$ cat src/rtl/sample_sender.sv
// Reads NUM_SAMPLES words from a 1-cycle-latency sample RAM and sends each one
// as DATA_WIDTH/8 UART 8N1 bytes, most significant byte first, then pulses done.
module sample_sender #(
   parameter int CLKS_PER_BIT = 434,
   parameter int NUM_SAMPLES  = 256,
   parameter int ADDR_WIDTH   = 8,
   parameter int DATA_WIDTH   = 16
) (
   input  logic                  iClock,
   input  logic                  iReset,
   input  logic                  iStartSending,
   output logic [ADDR_WIDTH-1:0] oMemAddr,
   input  logic [DATA_WIDTH-1:0] iMemData,
   output logic                  oTx,
   output logic                  oBusy,
   output logic                  oSendingDone
);

   localparam int BYTES  = DATA_WIDTH / 8;
   localparam int BIDX_W = (BYTES > 1) ? $clog2(BYTES) : 1;
   localparam int BAUD_W = $clog2(CLKS_PER_BIT);
   localparam int IDX_W  = ADDR_WIDTH + 1;

   localparam logic [BAUD_W-1:0] BAUD_LAST = BAUD_W'(CLKS_PER_BIT - 1);
   localparam logic [IDX_W-1:0]  IDX_LAST  = IDX_W'(NUM_SAMPLES - 1);
   localparam logic [BIDX_W-1:0] BIDX_TOP  = BIDX_W'(BYTES - 1);

   localparam logic [2:0] S_IDLE      = 3'd0;
   localparam logic [2:0] S_SET_ADDR  = 3'd1;
   localparam logic [2:0] S_WAIT_DATA = 3'd2;
   localparam logic [2:0] S_START_BIT = 3'd3;
   localparam logic [2:0] S_DATA_BITS = 3'd4;
   localparam logic [2:0] S_STOP_BIT  = 3'd5;
   localparam logic [2:0] S_DONE      = 3'd6;

   logic [2:0]            state_reg;
   logic [BAUD_W-1:0]     baud_reg;
   logic [2:0]            bit_reg;
   logic [BIDX_W-1:0]     byte_idx_reg;
   logic [DATA_WIDTH-1:0] word_reg;
   logic [7:0]            shift_reg;
   logic [IDX_W-1:0]      sample_idx_reg;
   logic [ADDR_WIDTH-1:0] addr_reg;
   logic                  tx_reg;
   logic                  busy_reg;
   logic                  done_reg;

   // Byte view of the captured word, padded to a power of two so any index is legal.
   logic [7:0] byte_arr [2**BIDX_W];
   generate
      for (genvar gi = 0; gi < 2**BIDX_W; gi++) begin : g_bytes
         if (gi < BYTES) begin : g_real
            assign byte_arr[gi] = word_reg[gi*8 +: 8];
         end else begin : g_pad
            assign byte_arr[gi] = 8'h00;
         end
      end
   endgenerate

   logic [7:0]       cur_byte;
   logic [IDX_W-1:0] next_idx;
   logic             baud_end;

   assign cur_byte = byte_arr[byte_idx_reg];
   assign next_idx = sample_idx_reg + 1'b1;
   assign baud_end = (baud_reg == BAUD_LAST);

   always_ff @(posedge iClock) begin
      if (iReset) begin
         state_reg      <= S_IDLE;
         baud_reg       <= '0;
         bit_reg        <= '0;
         byte_idx_reg   <= '0;
         word_reg       <= '0;
         shift_reg      <= '0;
         sample_idx_reg <= '0;
         addr_reg       <= '0;
         tx_reg         <= 1'b1;
         busy_reg       <= 1'b0;
         done_reg       <= 1'b0;
      end else begin
         case (state_reg)
            S_IDLE: begin
               tx_reg   <= 1'b1;
               busy_reg <= 1'b0;
               done_reg <= 1'b0;
               if (iStartSending) begin
                  state_reg      <= S_SET_ADDR;
                  addr_reg       <= '0;
                  sample_idx_reg <= '0;
                  busy_reg       <= 1'b1;
               end
            end
            S_SET_ADDR: begin
               state_reg <= S_WAIT_DATA;
            end
            S_WAIT_DATA: begin
               word_reg     <= iMemData;
               byte_idx_reg <= BIDX_TOP;
               baud_reg     <= '0;
               tx_reg       <= 1'b0;
               state_reg    <= S_START_BIT;
            end
            S_START_BIT: begin
               // The shift register is loaded during the start bit and its
               // first bit is presented at the start/data boundary.
               if (baud_end) begin
                  baud_reg  <= '0;
                  bit_reg   <= '0;
                  tx_reg    <= shift_reg[0];
                  shift_reg <= shift_reg >> 1;
                  state_reg <= S_DATA_BITS;
               end else begin
                  baud_reg  <= baud_reg + 1'b1;
                  shift_reg <= cur_byte;
               end
            end
            S_DATA_BITS: begin
               if (baud_end) begin
                  baud_reg <= '0;
                  if (bit_reg == 3'd7) begin
                     tx_reg    <= 1'b1;
                     state_reg <= S_STOP_BIT;
                  end else begin
                     bit_reg   <= bit_reg + 1'b1;
                     tx_reg    <= shift_reg[0];
                     shift_reg <= shift_reg >> 1;
                  end
               end else begin
                  baud_reg <= baud_reg + 1'b1;
               end
            end
            S_STOP_BIT: begin
               if (baud_end) begin
                  baud_reg <= '0;
                  if (byte_idx_reg != '0) begin
                     byte_idx_reg <= byte_idx_reg - 1'b1;
                     tx_reg       <= 1'b0;
                     state_reg    <= S_START_BIT;
                  end else if (sample_idx_reg == IDX_LAST) begin
                     done_reg  <= 1'b1;
                     state_reg <= S_DONE;
                  end else begin
                     sample_idx_reg <= next_idx;
                     addr_reg       <= next_idx[ADDR_WIDTH-1:0];
                     state_reg      <= S_SET_ADDR;
                  end
               end else begin
                  baud_reg <= baud_reg + 1'b1;
               end
            end
            S_DONE: begin
               done_reg  <= 1'b0;
               busy_reg  <= 1'b0;
               tx_reg    <= 1'b1;
               state_reg <= S_IDLE;
            end
            default: begin
               state_reg <= S_IDLE;
               tx_reg    <= 1'b1;
               busy_reg  <= 1'b0;
               done_reg  <= 1'b0;
            end
         endcase
      end
   end

   assign oMemAddr     = addr_reg;
   assign oTx          = tx_reg;
   assign oBusy        = busy_reg;
   assign oSendingDone = done_reg;

endmodule
$ cat config.mk
export PLATFORM = sky130hd
export DESIGN_NAME = sample_sender
export DESIGN_NICKNAME = d
export VERILOG_FILES = /design/src/rtl/sample_sender.sv
export SDC_FILE = /design/constraint.sdc
export NUM_CORES = 1
export LEC_CHECK = 0
export BUFFER_PORTS_ARGS = -buffer_cell sky130_fd_sc_hd__buf_2
export CORE_MARGIN = 3
export CORE_UTILIZATION = 50
export CTS_CLUSTER_SIZE = 8
export DETAILED_ROUTE_END_ITERATION = 10
export MAX_ROUTING_LAYER = met4
export PLACE_DENSITY_LB_ADDON = 0.3
export SLEW_MARGIN = 20
export SYNTH_ARGS = -nofsm -noshare
export SYNTH_HDL_FRONTEND = slang
export SYNTH_SLANG_ARGS = --single-unit
$ cat constraint.sdc
create_clock -name iClock -period 5.49 [get_ports iClock]
set_input_delay 0.549 -clock iClock [delete_from_list [all_inputs] [get_ports iClock]]
set_output_delay 0.549 -clock iClock [all_outputs]
set_load 0.03 [all_outputs]
==> qor.csv <==
metric,value,unit
root_buffer,clkbuf_8,
busiest_layer,met2,
grt_max_degree,39,
fin_skew,0.0146,ns
cts_buffer_depth,2,
p_sw,280,uW
max-slew-margin-rel,28.7,%
vdd_drop_max,127,uV
fillerInstances,503,
diodes,0,
multiInputGateArea,1540,um^2
fin_nets,362,
arrival,2.72,ns
postCtsHoldBufs,0,
grtUsageMet1,24.8,%
antenna_found_initial,0,
wire_per_inst,13.7,um
fmax,405,MHz
setup-tns-final,0,ns
switching_share,33.0,%
io_buffers,29,
drive_gt1_share,15.1,%
final_hold_viol_count,0,
post-cts-setup-buffers,0,
initial_utilization,53.0,%
worst_setup_path_start_kind,flop,
fin_crit_sh,45.0,%
path_max_fanout,17,
hold_path_class,reg2reg,
worst_slew_pin_slew,1.07,ns
use_met3,4.04,%
synth.net_count,355,
dpl_worst_slack,3.03,ns
outcome,"finished, final reports clean",
critPathCaptureType,flop,
synth_seq_area_share,37.5,%
syn-cell-area,2780,um^2
dieArea,6480,um^2
p_int,569,uW
dr_total_vias,2294,
synthFlopType,dfxtp_1,
hpwlAfterDp,3800,um
use_met2,28.9,%
hold_depth,2,
gp_congestion,0.772,
clk_latency,0.32,ns
ant_nets,0,
seq_power_share,52.2,%
reg2reg_depth,7,
p_leak,1.08,nW
clock_sinks,52,
die_w,80.5,um
crit_required,5.74,ns
cts_resized,0,
holdWs,0.454,ns
netlist_instances,329,
p_clk_share,26.8,%
cts-buffers-inserted,5,
totalWireLength,5580,um
grt_overflow,0,
syn_area_per_cell,8.44,um^2
fin_crit,2.47,ns
seq_area,1040,um^2
ys_warn_count,0,
regToRegSetupSlack,3.02,ns
h-tree-depth,2,
synth_async_sr_flop_share,0,%
timing.final.ws_setup,3.02,ns
setup_violations,0,
maxSlewViolCount,0,
crit_type,reg2reg,
largest_register_ffs,16,
die_h,80.5,um
rsz0062_at_grt,no,
cts_tree,yes,
coreArea,5240,um^2
power,849,uW
dr.pass1.iters,4,
io_pins,30,
drv_cap,0,
synth_edf_count,0,
grt_pass1_wl,9430,um
rows,26,
drt_iter0_markers,198,
path_clk_slew,0.10,ns
power_per_cell_area,289,nW/um^2
ys_types,59,
combPwrFrac,21.1,%
area_growth,5.77,%
viasPerCell,5.64,
ys_seq_elements,52,
route.detailed.drc,0,
first_global_vias,2047,
track_usage,18.7,%
critical path, stage by stage, from the launching register on:
cell and delay, ns:
dfxtp_1 0.37, ha_1 0.25, and4_1 0.22, ha_1 0.22, nor4bb_1 0.27, o21bai_1 0.34
or4_1 0.57, a21oi_1 0.16
power by group through the flow:
stage	Combinational [mW]	Clock (mW)	Sequential, mW
2_1_floorplan	0.169	0	0.427
3_3_place_gp	0.176	0	0.450
3_5_place_dp	0.178	0	0.451
4_1_cts	0.179	0.234	0.442
5_1_grt	0.201	0.250	0.450
6_report	0.179	0.227	0.443
cells in the mapped netlist (3+ instances only):
cell / n / area (um^2)
a21oi_1: 33 / 165
buf_2: 8 / 40.0
buf_4: 10 / 75.1
clkbuf_1: 10 / 37.5
dfxtp_1: 52 / 1040
ha_1: 7 / 87.6
inv_1: 7 / 26.3
mux2_2: 8 / 90.1
mux2i_1: 10 / 100
nand2_1: 52 / 195
nand2b_1: 5 / 31.3
nand3_1: 12 / 60.1
nand3b_1: 5 / 37.5
nand4_1: 3 / 18.8
nor2_1: 14 / 52.6
nor2b_1: 3 / 18.8
nor3b_1: 3 / 22.5
nor4_1: 3 / 18.8
o21ai_0: 4 / 20.0
o21ai_1: 13 / 65.1
o31ai_1: 7 / 52.6
or4_1: 8 / 60.1
xor2_1: 5 / 43.8
per-stage QoR:
step | utilization, % | instances | instance area (um^2)
CTS | 56.0 | 407 | 2940
global placement | 54.3 | 399 | 2840
floorplan | - | 329 | 2780
global route | 56.0 | 407 | 2940
finish | 56.0 | 407 | 2940
detailed placement | 54.3 | 399 | 2840
layout make-up:
cell class / instances / area share, %
clock buffer: 5 / 2.34
timing repair buffer: 29 / 4.94
clock inverter: 3 / 0.767
multi-input combinational: 241 / 52.6
tap: 70 / 2.98
sequential: 52 / 35.5
inverter: 7 / 0.895
final timing paths:
kind                             to              start
hold reg to reg        shift_reg[3]       shift_reg[3]
setup reg to reg  sample_idx_reg[7]  sample_idx_reg[0]
hold / removal         shift_reg[3]       shift_reg[3]
setup / recovery  sample_idx_reg[7]  sample_idx_reg[0]
layer usage:
layer / share of wire [%] / vias up
met2: 46 / 51
li1: - / 1184
met3: 4.9 / 6
met4: 0.79 / 0
met1: 48 / 1053
met5: 0 / -
logic make-up (layout without fill, tap and decap cells):
group,count (synthesis),in the layout,share of synthesized area [%]
and+or+nand+nor,126,126,24.3
AOI/OAI and AO/OA,82,82,18.5
muxes,18,18,6.85
xor gates and xnor gates,8,8,2.80
buffers and inverters,36,44,6.85
DFF,52,52,37.5
adders and majority gates,7,7,3.16
placed cells by master, fill, tap and decap left out, drive strengths merged, types with 8 or more instances in the layout:
| cell | synthesis | routed |
|---|---|---|
| a21oi | 35 | 35 |
| buf | 19 | 29 |
| dfxtp | 52 | 52 |
| inv | 7 | 8 |
| mux2 | 8 | 8 |
| mux2i | 10 | 10 |
| nand2 | 53 | 53 |
| nand3 | 12 | 12 |
| nor2 | 14 | 14 |
| o21ai | 17 | 17 |
| or4 | 8 | 8 |
(Power assumes the default switching activity.)
